$ cat config.mk
export PLATFORM = sky130hd
export DESIGN_NAME = seq_multiplier
export DESIGN_NICKNAME = d
export VERILOG_FILES = /design/src/rtl/mul_pkg.sv /design/src/rtl/mul_step.sv /design/src/rtl/seq_multiplier.sv
export SDC_FILE = /design/constraint.sdc
export NUM_CORES = 1
export LEC_CHECK = 0
export CAP_MARGIN = 20
export CELL_PAD_IN_SITES_DETAIL_PLACEMENT = 0
export CELL_PAD_IN_SITES_GLOBAL_PLACEMENT = 1
export CORE_MARGIN = 5
export CORE_UTILIZATION = 46
export DETAILED_ROUTE_END_ITERATION = 12
export PLACE_DENSITY_LB_ADDON = 0.1
export SYNTH_ARGS = -nofsm -noshare
export SYNTH_HDL_FRONTEND = slang
export SYNTH_HIERARCHICAL = 1
export SYNTH_SLANG_ARGS = --single-unit
$ cat constraint.sdc
create_clock -name clk -period 5.7 [get_ports clk]
set_input_delay 1.71 -clock clk [delete_from_list [all_inputs] [get_ports clk]]
set_output_delay 1.71 -clock clk [all_outputs]
set_load 0.005 [all_outputs]
$ cat src/rtl/mul_pkg.sv
// mul_pkg: shared types for the iterative RV32M multiplier.
// Op codes, FSM states and the default operand width.
package mul_pkg;

  localparam int XLEN = 32;

  typedef enum logic [1:0] {
    MUL    = 2'b00,
    MULH   = 2'b01,
    MULHSU = 2'b10,
    MULHU  = 2'b11
  } mul_op_e;

  typedef enum logic [1:0] {
    IDLE = 2'b00,
    CALC = 2'b01,
    FIX  = 2'b10,
    DONE = 2'b11
  } mul_state_e;

endpackage

$ cat src/rtl/mul_step.sv
// mul_step: one shift-add step, sum = acc + mcand * digit << (step*BPC).
// Ports: acc/mcand/digit/step in, sum out; purely combinational.
import mul_pkg::*;

module mul_step #(
  parameter int W   = XLEN,
  parameter int BPC = 1,
  parameter int CW  = 5
) (
  input  logic [2*W-1:0] acc,
  input  logic [W-1:0]   mcand,
  input  logic [BPC-1:0] digit,
  input  logic [CW-1:0]  step,
  output logic [2*W-1:0] sum
);

  logic [2*W-1:0] wide;

  always_comb begin
    wide = {{W{1'b0}}, mcand} << (BPC * int'(step));
    sum  = acc;
    for (int i = 0; i < BPC; i++) begin
      if (digit[i]) begin
        sum = sum + (wide << i);
      end
    end
  end

endmodule

$ cat src/rtl/seq_multiplier.sv
// seq_multiplier: multi-cycle MUL/MULH/MULHSU/MULHU, magnitude shift-add + sign fix.
// Ports: clk rst_n start abort op a b -> busy done result. Option: MUL_EARLY_EXIT_EN.
import mul_pkg::*;

module seq_multiplier #(
  parameter int XLEN           = mul_pkg::XLEN,
  parameter int BITS_PER_CYCLE = 1
) (
  input  logic            clk,
  input  logic            rst_n,
  input  logic            start,
  input  logic            abort,
  input  logic [1:0]      op,
  input  logic [XLEN-1:0] a,
  input  logic [XLEN-1:0] b,
  output logic            busy,
  output logic            done,
  output logic [XLEN-1:0] result
);

  localparam int N  = XLEN / BITS_PER_CYCLE;
  localparam int CW = (N > 1) ? $clog2(N) : 1;

  mul_state_e        state, state_n;
  mul_op_e           op_in, op_q;
  logic [CW-1:0]     cnt;
  logic [2*XLEN-1:0] acc, acc_step, acc_fix;
  logic [XLEN-1:0]   mcand, mplier;
  logic [XLEN-1:0]   a_mag, b_mag;
  logic              neg, sa, sb;
  logic              last, zero_op;

  assign op_in = mul_op_e'(op);
  // a is signed for all but MULHU, b only for MULH
  assign sa    = (op_in != MULHU) & a[XLEN-1];
  assign sb    = (op_in == MULH) & b[XLEN-1];
  // 0x80000000 negates to itself, read as unsigned
  assign a_mag = sa ? -a : a;
  assign b_mag = sb ? -b : b;
  assign last  = (cnt == CW'(N - 1));

`ifdef MUL_EARLY_EXIT_EN
  assign zero_op = (a == '0) | (b == '0);
`else
  assign zero_op = 1'b0;
`endif

  assign acc_fix = neg ? -acc : acc;
  assign busy    = (state != IDLE);
  assign done    = (state == DONE);

  mul_step #(
    .W   (XLEN),
    .BPC (BITS_PER_CYCLE),
    .CW  (CW)
  ) u_step (
    .acc   (acc),
    .mcand (mcand),
    .digit (mplier[BITS_PER_CYCLE-1:0]),
    .step  (cnt),
    .sum   (acc_step)
  );

  always_comb begin
    state_n = state;
    if (abort) begin
      state_n = IDLE;
    end else begin
      unique case (state)
        IDLE: if (start) state_n = zero_op ? DONE : CALC;
        CALC: if (last) state_n = FIX;
        FIX:  state_n = DONE;
        DONE: state_n = IDLE;
        default: state_n = IDLE;
      endcase
    end
  end

  always_ff @(posedge clk or negedge rst_n) begin
    if (!rst_n) begin
      state <= IDLE;
    end else begin
      state <= state_n;
    end
  end

  always_ff @(posedge clk or negedge rst_n) begin
    if (!rst_n) begin
      op_q   <= MUL;
      cnt    <= '0;
      acc    <= '0;
      mcand  <= '0;
      mplier <= '0;
      neg    <= 1'b0;
      result <= '0;
    end else if (!abort) begin
      unique case (state)
        IDLE: begin
          if (start) begin
            op_q   <= op_in;
            mcand  <= a_mag;
            mplier <= b_mag;
            neg    <= sa ^ sb;
            acc    <= '0;
            cnt    <= '0;
            if (zero_op) result <= '0;
          end
        end
        CALC: begin
          acc    <= acc_step;
          mplier <= mplier >> BITS_PER_CYCLE;
          cnt    <= cnt + CW'(1);
        end
        FIX: begin
          result <= (op_q == MUL) ? acc_fix[XLEN-1:0]
                                  : acc_fix[2*XLEN-1:XLEN];
        end
        default: ;
      endcase
    end
  end

endmodule

# Word-level counts from Yosys, hierarchy flattened

Cells that the tools add are included.

Word-level logic and storage cells: 52
Bits in registers: 170
Bits of input ports: 70

Multiplexer cells: 15
Bitwise logic cells: 4
Shift-type cells: 1
Add/sub/neg operators: 5
Equal/unequal tests: 10
Reductions and logical operators: 9

Operators with widths:

| operator                                      | number |
|---|---|
| two-way mux 64 bit                            | 3 |
| two-way mux 32 bit                            | 4 |
| one-hot mux 64 bit (2 select lines)           | 1 |
| adder 64 bit                                  | 1 |
| negation 32 bit                               | 2 |
| negation 64 bit                               | 1 |
| one-hot mux 32 bit (2 select lines)           | 1 |
| << shifter 32 x 5 -> 64 bit                   | 1 |
| one-hot mux 5 bit (2 select lines)            | 1 |
| one-hot mux 2 bit (4 select lines)            | 1 |
| two-way mux 2 bit                             | 3 |
| != test 2 bit, second input constant          | 3 |
| != test 3 bit, second input constant          | 2 |
| AND reduction 3 bit                           | 2 |
| adder 5 x 1 -> 5 bit, second input constant   | 1 |
| == test 5 bit, second input constant          | 1 |
| two-way mux 5 bit                             | 1 |
| == test 2 x 1 -> 1 bit, second input constant | 2 |
| == test 2 bit, second input constant          | 2 |
| zero test 2 bit                               | 2 |
| AND reduction 2 bit                           | 2 |
| AND reduction 4 bit                           | 1 |
| nonzero test 2 bit                            | 2 |
| AND 1 bit                                     | 2 |
| 2 further kinds                               | 2 |

# Longest topological paths before layout

Gate-level depths: netlist (run 1).

Depth in word-level cells: 5
Mapped depth: 22

# Modules after synthesis

Netlist (run 1), hierarchy kept.

By module, submodules not included:

| module         | sequential area each (um2) | cells an instance | area an instance (um2) | times used |
|---|---|---|---|---|
| seq_multiplier | 4254.1                     | 1281              | 10452.5                | 1 |
| mul_step       | 0.0                        | 907               | 6557.5                 | 1 |

# Least setup slack after synthesis (run 1)

OpenSTA, ideal clock, no wires.

Kind: register to register
Start: reg cnt[0]
End: reg acc[43]
Period minus slack after synthesis: 4665 ps
Setup slack: 1035 ps
Setup time: 117 ps
Path buffers: 3
Cell stages (with the launch flop): 20
Data arrival time: 4548 ps
Cell sequence: dfrtp_1 > buf_1 > clkbuf_1 > mux2i_1 > mux2i_1 > a22oi_1 > mux2i_1 > nand2_1 > o21ai_0 > ha_1 > clkbuf_1 > nand4_1 > or3_2 > a211o_1 > a311o_1 > and2_2 > xnor2_1 > mux2_2 > nand3_1 > nand2_1

Word-level cells in the longest chain between the ends: 4

RTL lines:

| what                                | RTL line              | RTL |
|---|---|---|
| start: declaration                  | seq_multiplier.sv:26  | `logic [CW-1:0] cnt;` |
| start signal: assignment            | seq_multiplier.sv:112 | `cnt <= cnt + CW'(1);` |
| << shifter 32 x 5 -> 64 bit         | mul_step.sv:20        | `wide = {{W{1'b0}}, mcand} << (BPC * int'(step));` |
| adder 64 bit                        | mul_step.sv:24        | `sum = sum + (wide << i);` |
| two-way mux 64 bit                  | mul_step.sv:23        | `if (digit[i]) begin` |
| named net acc_step[43]              | seq_multiplier.sv:27  | `logic [2*XLEN-1:0] acc, acc_step, acc_fix;` |
| one-hot mux 64 bit (2 select lines) | seq_multiplier.sv:97  | `unique case (state)` |
| end signal: assignment              | seq_multiplier.sv:110 | `acc <= acc_step;` |
| end: declaration                    | seq_multiplier.sv:27  |  |

The timed path passes the listed nets, and every way through them passes these cells. The select of a mux whose other input is x is not followed.
A chain may end at the register's enable or synchronous reset.

# Worst setup path in the final report (run 1)

Start: reg cnt[2]
End: reg acc[54]

Same word-level chain as after synthesis.

==> impl_metrics.py, run 1 <==
metrics = {
    "sta": {
        "finalCritPeriodShare_pct": 91.02,
        "setup_violations": 0,
        "finalSetupTns_ns": 0,
        "slew_headroom_pct": 35.91,
        "tightest_slew_ns": 0.9613,
        "rsz0062_at_grt": "no",
        "slew_violations": 0,
        "finalCriticalPeriod_ns": 5.188,
        "fmax_ghz": 0.1927,
        "finalClockSkew_ns": 0.01831,
        "hold_viol": 0,
    },
    "place": {
        "place.port_buffers": 103,
        "placedCellCount": 2642,
        "place.gp.congestion": 0.9587,
        "hpwl_um": 45160,
        "placed_area_um2": 18240,
    },
    "synthesis": {
        "synth_most_common_cell": "nand2_1",
        "syn-num-nets": 2331,
        "yosys-top-cells-count": "329 x nand2_1, 170 x dfrtp_1, 167 x nor2_1",
        "yosys_warnings": 6,
        "synth_area_um2": 17010,
        "ys_seq_area_share_pct": 25.01,
        "yosys.area.top_type_share_pct": 25.01,
        "synthFlopType": "dfrtp_1",
        "ys_top_cells_by_area": "dfrtp_1 25%, nand2_1 7.3%, ha_1 5.3%",
        "yosysTopAreaCell": "dfrtp_1",
        "syn_avg_cell_area_um2": 7.774,
        "synth_edf_count": 0,
        "syn_inst": 2188,
        "synthDistinctLibCells": 99,
        "ys_ff_latch": 170,
        "async_flop_share_pct": 100.0,
    },
    "setup_path": {
        "critPathKind": "flop to flop",
        "cp-start-kind": "flop",
        "crit_chain": "inv_1 -> nor3_1 -> a21oi_1 -> nor2_1 -> ha_1 -> a21oi_1 -> o21ai_0 -> o2111a_1 -> or3_4 -> a41oi_2 -> o21ai_1 -> a31oi_1 -> xnor2_1 -> mux2_2 -> nand3_1 -> nand2_1",
        "crit_arrival_ns": 5.52,
        "cp_slowest_stage_delay_ns": 0.76,
        "cp_slowest_cell": "dfrtp_1",
        "required_ns": 6.03,
        "crit_top_cell": "a21oi_1",
        "path_max_fanout": 15,
        "crit_path_end_kind": "flop",
    },
    "power_and_ir_drop": {
        "p_per_area_nw_per_um2": 635.2,
        "ir_drop_uv": 339.4,
        "finalPower_mw": 11.98,
        "p_leak_nw": 8.078,
    },
    "routing": {
        "wire_per_inst_um": 22.15,
        "totalWireLength_um": 59240,
        "first_pass_iters": 6,
        "drt_iter0_markers": 1410,
        "vias_per_cell": 6.294,
        "drtAntennaViolNets": 0,
        "drc": 0,
        "dr_total_vias": 16830,
    },
    "cts": {
        "cts_inserted_buffers": 17,
        "cts_buffer_depth": 2,
        "cts_sinks": 170,
        "cts_max_level": 4,
        "root_buffer": "clkbuf_16",
        "clkTransAtPathRegs_ns": 0.07,
        "cts_tree": "built",
        "insertion_delay_ns": 0.45,
        "post_cts_buffers": 0,
    },
    "floorplan": {
        "initial_utilization_pct": 46.57,
        "die-area_um2": 40920,
        "row_count": 70,
        "io_pins": 104,
        "die_y_um": 202.3,
        "die_w_um": 202.3,
        "core_um2": 36520,
    },
    "job": {
        "timing.max_cap.violations": 0,
    },
    "global_routing": {
        "grt_usage_pct": 28.54,
        "grt_max_degree": 87,
        "antenna_found_initial": 0,
        "grt_overflow": 0,
        "grt_pass1_vias": 16170,
        "grt_pass1_wl_um": 94270,
    },
    "final_layout": {
        "synthToLayoutAreaGrowth_pct": 10.88,
        "finish.utilization_pct": 51.64,
        "finalNonFillerCells": 2674,
        "nNetsFinal": 2336,
        "drive_gt1_share_pct": 9.066,
        "num_antenna_cells": 0,
        "final_cell_area_um2": 18860,
    },
    "outcome": {
        "status": "complete, no violations",
    },
    "hold_path": {
        "hold_path_class": "flop to flop",
    },
}
-- critical path, delay by kind of cell, from the launching register on --
kind,cells,cell delay (ns)
AO/OA/AOI/OAI,7,1.91
flip-flops,1,0.76
buffers and inverters,1,0.44
multiplexers,1,0.28
XOR/XNOR,1,0.14
adder cells (fa/ha/maj),1,0.34
AND/OR/NAND/NOR,5,1.19
-- area by class of cell --
cell class,instances,area (um2)
clock buffers,19,452.9
well taps,468,585.6
multi-input cells,1830,11930
fillers,3639,17660
clock inverters,13,163.9
inverters,40,150.1
flip-flops and latches,170,4260
repair buffers,134,1315
-- layout by cell type (no fill, tap or decap), types with 18 or more instances in the layout --
cell type | synthesis | final
nor3_1 | 60 | 60
buf_4 | 5 | 27
a21oi_1 | 166 | 166
a31oi_1 | 31 | 31
o21ai_0 | 152 | 152
mux2i_1 | 77 | 77
nor2_1 | 167 | 165
nand3_1 | 109 | 109
or3_1 | 32 | 32
mux2_2 | 70 | 70
or4_1 | 20 | 20
ha_1 | 72 | 71
inv_1 | 37 | 37
dfrtp_1 | 170 | 167
and3_1 | 21 | 21
nor4_1 | 33 | 33
nand4_1 | 43 | 43
clkdlybuf4s50_1 | 0 | 102
o22ai_1 | 19 | 19
xnor2_1 | 83 | 83
mux4_2 | 19 | 19
xor2_1 | 45 | 45
a21o_1 | 27 | 27
nand2b_1 | 20 | 20
a211oi_1 | 18 | 18
nand2_1 | 329 | 329
-- through the flow --
stage	hold WS [ns]	worst slack (ns)
final	0.4717	0.5119
after global routing	0.4972	0.2204
after CTS	0.4785	0.4029
after detailed placement	0.4631	0.4260
after global placement	0.4567	0.4350
after floorplan	0.4412	1.035
-- flip-flops by register name, indices dropped and copies added (netlist names) --
name,count
acc,64
cnt,5
mcand,32
mplier,32
neg,1
op_q,2
result,32
state,2
-- worst paths after layout --
path                       startpoint         end  slack, ns  depth (start not counted)
max reg2reg                    cnt[2]     acc[54]       0.51                         16
max                            cnt[2]     acc[54]       0.51                         16
max in group asynchronous       rst_n  result[19]       3.49                          2
min                        mplier[23]  mplier[23]       0.47                          2
min reg2reg                mplier[23]  mplier[23]       0.47                          2
min in group asynchronous       rst_n     acc[17]       1.23                          1
-- routing by layer --
layer  track usage, %  routed length [um]
met4            11.52                2375
met5                0                   0
met1            40.53               27400
met2            44.24               26170
met3            3.530                3294
-- report_power, final --
group	leakage (nW)	internal, mW	switching [mW]	total (mW)
registers	2.22	1.63	0.645	2.27
logic	5.56	3.25	5.21	8.46
clock network	0.301	0.717	0.532	1.25
-- kinds of logic after synthesis --
kind of cell,share of synthesized area [%]
compound gates,21.09
fa+ha+maj,5.414
buf+inv,5.002
flops,25.01
simple gates,25.15
xor+xnor,6.591
mux,11.75
-- timing repair --
| action | in CTS | in global routing |
|---|---|---|
| setup endpoints to repair | 0 | 4 |
| resized for setup | 0 | 1 |
| hold buffers | 0 | 0 |
(Power assumes the default switching activity.)
==> inputs of run 2 (changes only) <==
Settings changed: SETUP_SLACK_MARGIN from default to 0.4.
Clock period 5.7 ns to 5.8 ns, I/O delays scaled along.
==> run 2 against run 1 <==
Routed wire length decreased by 0.41%. Maximum frequency rose by 3.8%. Clock-buffer cell count up 4. Core utilization is 0.055 points higher. Highest routed layer unchanged. Largest power group unchanged. Combinational power fell by 2%. Sequential share of layout area barely moved. Via count is 0.64% lower. First-iteration DRC count shrank 9.1%.
==> impl_metrics.py, run 2 (same netlist as run 1, synthesis figures left out) <==
metrics = {
    "outcome": {
        "status": "complete, no violations",
    },
    "setup_path": {
        "crit_chain": "buf_4 -> mux2i_1 -> mux2i_1 -> a21oi_1 -> mux2_2 -> nor2_1 -> ha_1 -> o21a_1 -> nor2_1 -> o21a_1 -> o31a_1 -> o31ai_2 -> a211oi_4 -> o311a_2 -> xnor2_1 -> mux2_2 -> nand3_1 -> nand2_1",
        "crit_path_start": "cnt[0]",
        "cp_top_family": "compound AO/OA/AOI/OAI gates",
        "cp_slowest_cell": "dfrtp_4",
        "worstReg2RegEnd": "acc[52]",
        "r2r_cells": 18,
        "crit_buf_inv": 1,
        "rr_startpoint": "cnt[0]",
        "cp_slowest_stage_delay_ns": 0.59,
        "crit_arrival_ns": 5.34,
        "crit_path_end_kind": "flop",
        "critPathKind": "flop to flop",
        "path_max_fanout": 16,
        "required_ns": 6.14,
        "cp-start-kind": "flop",
        "r2r_slack_ns": 0.80,
    },
    "cts": {
        "root_buffer": "clkbuf_16",
        "cts_max_level": 4,
        "clkTransAtPathRegs_ns": 0.07,
        "insertion_delay_ns": 0.46,
        "cts_inserted_buffers": 17,
        "cts_buffer_depth": 2,
        "cts_hold_buf": 0,
        "cts_tree": "built",
        "cts_sinks": 170,
    },
    "floorplan": {
        "io_pins": 104,
        "core_um2": 36520,
        "die_y_um": 202.3,
        "initial_utilization_pct": 46.57,
        "die-area_um2": 40920,
        "row_count": 70,
        "die_w_um": 202.3,
    },
    "routing": {
        "wire_per_inst_um": 22.03,
        "drtAntennaViolNets": 0,
        "totalWireLength_um": 58990,
        "dr_total_vias": 16720,
        "drc": 0,
        "first_pass_iters": 6,
        "vias_per_cell": 6.245,
        "drt_iter0_markers": 1282,
    },
    "final_layout": {
        "synthToLayoutAreaGrowth_pct": 11.00,
        "largest_register_ffs": 64,
        "num_antenna_cells": 0,
        "fillers": 3565,
        "final_cell_area_um2": 18880,
        "finish.utilization_pct": 51.70,
        "nNetsFinal": 2341,
        "regMostFlops": "acc",
        "final_common_cell": "nand2_1",
        "drive_gt1_share_pct": 9.050,
        "most-common-layout-cells": "329 x nand2_1, 166 x a21oi_1, 166 x dfrtp_1, 165 x nor2_1, 152 x o21ai_0",
    },
    "sta": {
        "tightest_slew_ns": 1.028,
        "fmax_ghz": 0.2001,
        "hold_viol": 0,
        "finalWorstSetupSlack_ns": 0.8037,
        "finalSetupTns_ns": 0,
        "rsz0062_at_grt": "no",
        "finalCritPeriodShare_pct": 86.14,
        "slew_headroom_pct": 31.27,
        "finalClockSkew_ns": 0.01925,
        "setup_violations": 0,
        "holdWs_ns": 0.4755,
        "slew_violations": 0,
        "finalCriticalPeriod_ns": 4.996,
    },
    "global_routing": {
        "grt_usage_pct": 28.20,
        "grt_max_degree": 93,
        "antenna_found_initial": 2,
        "grt_overflow": 0,
        "grt_pass1_vias": 15850,
        "grt_pass1_wl_um": 92330,
    },
    "place": {
        "hpwl_um": 45260,
        "placed_area_um2": 18260,
        "place.port_buffers": 103,
        "place.gp.congestion": 1.001,
        "place_ws_ns": 0.5266,
    },
    "power_and_ir_drop": {
        "ir_drop_uv": 368.7,
        "p_leak_nw": 8.084,
        "p_per_area_nw_per_um2": 622.4,
    },
    "hold_path": {
        "min_to": "result[22]",
        "hold_depth": 2,
        "hold_start": "result[22]",
        "hold_path_class": "flop to flop",
    },
    "job": {
        "timing.max_cap.violations": 0,
    },
}
## run 2: report_power, final
group	internal, mW	total (mW)	switching (mW)
logic	3.20	8.27	5.06
registers	1.60	2.25	0.651
clock network	0.729	1.23	0.505
## run 2: worst max path at each step
stage              end  cells after the start  slack (ns)
3_3_place_gp   acc[55]                     17        0.55
5_1_grt        acc[55]                     17        0.50
6_report       acc[52]                     18        0.80
3_5_place_dp   acc[55]                     17        0.53
2_1_floorplan  acc[43]                     19        1.13
4_1_cts        acc[55]                     17        0.50
## run 2: what timing repair did
action                     in CTS  in global routing
setup endpoints to repair       0                 14
gates resized for setup         0                  2
setup buffers                   0                  1
hold endpoints to repair        0                  0
## run 2: metal layers
layer	vias to the layer above	track usage [%]	share of wire, %
li1	8088	-	-
met1	7930	39.98	46
met2	596	43.57	44
met3	110	3.931	5.7
met4	0	11.23	3.8
met5	-	0	0
## run 2: area by class of cell
cell class / instances / area, um2 / share of cell area (%)
sequential: 170 / 4262 / 22.57
clock buffer: 23 / 457.9 / 2.425
tap: 468 / 585.6 / 3.101
timing repair buffer: 139 / 1348 / 7.137
inverter: 40 / 150.1 / 0.7952
clock inverter: 8 / 145.1 / 0.7687
multi-input combinational: 1830 / 11930 / 63.20
## run 2: stage by stage
stage | cells | power, mW
global route | 2678 | 12.56
floorplan | 2188 | 7.816
detailed placement | 2646 | 10.37
finish | 2678 | 11.75
CTS | 2677 | 11.66
global placement | 2646 | 10.36
## run 2: worst reg2reg max path, stage by stage (launching register included)
cell and delay, ns:
dfrtp_4 0.59, buf_4 0.26, mux2i_1 0.27, mux2i_1 0.14, a21oi_1 0.38, mux2_2 0.29, nor2_1 0.07, ha_1 0.46
o21a_1 0.17, nor2_1 0.04, o21a_1 0.19, o31a_1 0.34, o31ai_2 0.51, a211oi_4 0.17, o311a_2 0.46, xnor2_1 0.14
mux2_2 0.26, nand3_1 0.08, nand2_1 0.06
==> inputs of run 3 (changes only) <==
--- a/config.mk
+++ b/config.mk
@@ -10,5 +10,6 @@
 export CELL_PAD_IN_SITES_GLOBAL_PLACEMENT = 1
 export CORE_MARGIN = 5
-export CORE_UTILIZATION = 46
+export CORE_UTILIZATION = 47
+export CTS_BUF_LIST = sky130_fd_sc_hd__clkbuf_8
 export DETAILED_ROUTE_END_ITERATION = 12
 export PLACE_DENSITY_LB_ADDON = 0.1
==> constraint.sdc (replaced) <==
create_clock -name clk -period 5.8 [get_ports clk]
set_input_delay 1.16 -clock clk [delete_from_list [all_inputs] [get_ports clk]]
set_output_delay 1.16 -clock clk [all_outputs]
set_load 0.005 [all_outputs]
==> run 3 against run 2 <==
Sequential cell count unchanged. Clock-buffer cell count shrank 1. Final area down 1.5%. Core utilization is 0.45 points higher. Hold slack better by 0.0059 ns. Clock skew down 0.0064 ns. Routed wire length is 3.5% lower. Non-clock buffer count down 8. Cell count down 0.56%. Via count down 0.31%. Global-route usage down 0.35 points. Maximum frequency down 3.4%.
==> impl_metrics.py, run 3 (same netlist as run 1, synthesis figures left out) <==
metrics = {
    "final_layout": {
        "final_common_cell": "nand2_1",
        "synthToLayoutAreaGrowth_pct": 9.298,
        "largest_register_ffs": 64,
        "drive_gt1_share_pct": 8.765,
        "finalNonFillerCells": 2663,
        "regMostFlops": "acc",
        "num_antenna_cells": 0,
        "most-common-layout-cells": "329 x nand2_1, 166 x a21oi_1, 166 x dfrtp_1, 165 x nor2_1, 152 x o21ai_0",
        "nNetsFinal": 2333,
        "fillers": 3558,
        "final_cell_area_um2": 18590,
        "finish.utilization_pct": 52.14,
    },
    "floorplan": {
        "die-area_um2": 40100,
        "die_w_um": 200.2,
        "io_pins": 104,
        "row_count": 69,
        "die_y_um": 200.2,
        "core_um2": 35660,
        "initial_utilization_pct": 47.71,
    },
    "place": {
        "hpwl_um": 44000,
        "placed_area_um2": 18180,
        "place_ws_ns": 0.5415,
        "placedCellCount": 2631,
        "place.port_buffers": 103,
        "place.gp.congestion": 0.9916,
    },
    "routing": {
        "drt_iter0_markers": 1539,
        "first_pass_iters": 5,
        "drc": 0,
        "wire_per_inst_um": 21.38,
        "drtAntennaViolNets": 0,
        "dr_total_vias": 16670,
        "totalWireLength_um": 56940,
        "vias_per_cell": 6.261,
    },
    "sta": {
        "hold_viol": 0,
        "finalCritPeriodShare_pct": 89.15,
        "slew_violations": 0,
        "finalSetupTns_ns": 0,
        "setup_violations": 0,
        "fmax_ghz": 0.1934,
        "finalClockSkew_ns": 0.01280,
        "finalWorstSetupSlack_ns": 0.6294,
        "slew_headroom_pct": 21.50,
        "finalCriticalPeriod_ns": 5.171,
        "holdWs_ns": 0.4814,
        "tightest_slew_ns": 1.167,
        "rsz0062_at_grt": "no",
    },
    "cts": {
        "cts_sinks": 170,
        "cts_tree": "built",
        "insertion_delay_ns": 0.51,
        "root_buffer": "clkbuf_8",
        "cts_max_level": 4,
        "cts_hold_buf": 0,
        "post_cts_buffers": 0,
        "cts_inserted_buffers": 17,
        "cts_resized": 0,
        "clkTransAtPathRegs_ns": 0.09,
        "cts_buffer_depth": 2,
    },
    "global_routing": {
        "grt_max_degree": 94,
        "grt_pass1_vias": 15890,
        "antenna_found_initial": 0,
        "grt_pass1_wl_um": 90900,
        "grt_usage_pct": 27.85,
        "grt_overflow": 0,
    },
    "setup_path": {
        "r2r_slack_ns": 0.63,
        "crit_arrival_ns": 5.62,
        "cp-start-kind": "flop",
        "worstReg2RegEnd": "acc[55]",
        "r2r_cells": 17,
        "crit_path_start": "cnt[0]",
        "critPathKind": "flop to flop",
        "cp-endpoint": "acc[55]",
        "required_ns": 6.25,
        "rr_startpoint": "cnt[0]",
        "crit_path_end_kind": "flop",
        "path_max_fanout": 38,
    },
    "job": {
        "timing.max_cap.violations": 0,
    },
    "power_and_ir_drop": {
        "ir_drop_uv": 348.2,
        "finalPower_mw": 11.28,
        "p_leak_nw": 7.963,
        "p_per_area_nw_per_um2": 606.7,
    },
    "hold_path": {
        "hold_path_class": "flop to flop",
    },
    "outcome": {
        "status": "complete, no violations",
    },
}
==> run 3: worst min path at each step <==
stage | start | to | slack (ns) | depth (start not counted)
after floorplan | mplier[23] | mplier[23] | 0.44 | 2
after global placement | mplier[28] | mplier[28] | 0.46 | 2
after detailed placement | mplier[30] | mplier[30] | 0.47 | 2
after CTS | mplier[30] | mplier[30] | 0.49 | 2
after global routing | mplier[5] | mplier[5] | 0.50 | 2
final | mplier[12] | mplier[12] | 0.48 | 2
==> run 3: final cells by class <==
type / instances / area, um2 / area share [%]
flip-flops and latches: 170 / 4262 / 22.92
inverters: 40 / 150.1 / 0.8076
repair buffers: 131 / 1269 / 6.824
clock inverters: 9 / 98.84 / 0.5317
well taps: 461 / 576.8 / 3.102
clock buffers: 22 / 302.8 / 1.629
multi-input cells: 1830 / 11930 / 64.18
==> run 3: routing by layer <==
metal,track usage [%],vias to the layer above,share of wire (%)
li1,-,8034,-
met1,39.70,7915,47
met2,43.00,604,44
met3,3.477,119,5.4
met4,11.41,0,4.2
met5,0,-,0
==> run 3: critical path, cell delays in order, from the launching register on <==
cell      delay [ns]
dfrtp_4         0.78
mux4_2          0.61
mux2i_1         0.22
nor2_1          0.07
a31oi_1         0.31
nor2_1          0.11
ha_1            0.38
nand2_1         0.06
o21ai_0         0.35
nand3_1         0.17
a211o_1         0.38
a211o_1         0.40
a311o_1         0.42
a211oi_1        0.40
o21ai_0         0.12
o311ai_0        0.11
nand3_1         0.11
nand2_1         0.11
==> run 3: report_power, final <==
part | internal [mW] | leakage (nW) | switching, mW
clock | 0.432 | 0.212 | 0.454
sequential | 1.60 | 2.21 | 0.649
combinational | 3.18 | 5.54 | 4.97
total | 5.21 | 7.96 | 6.07
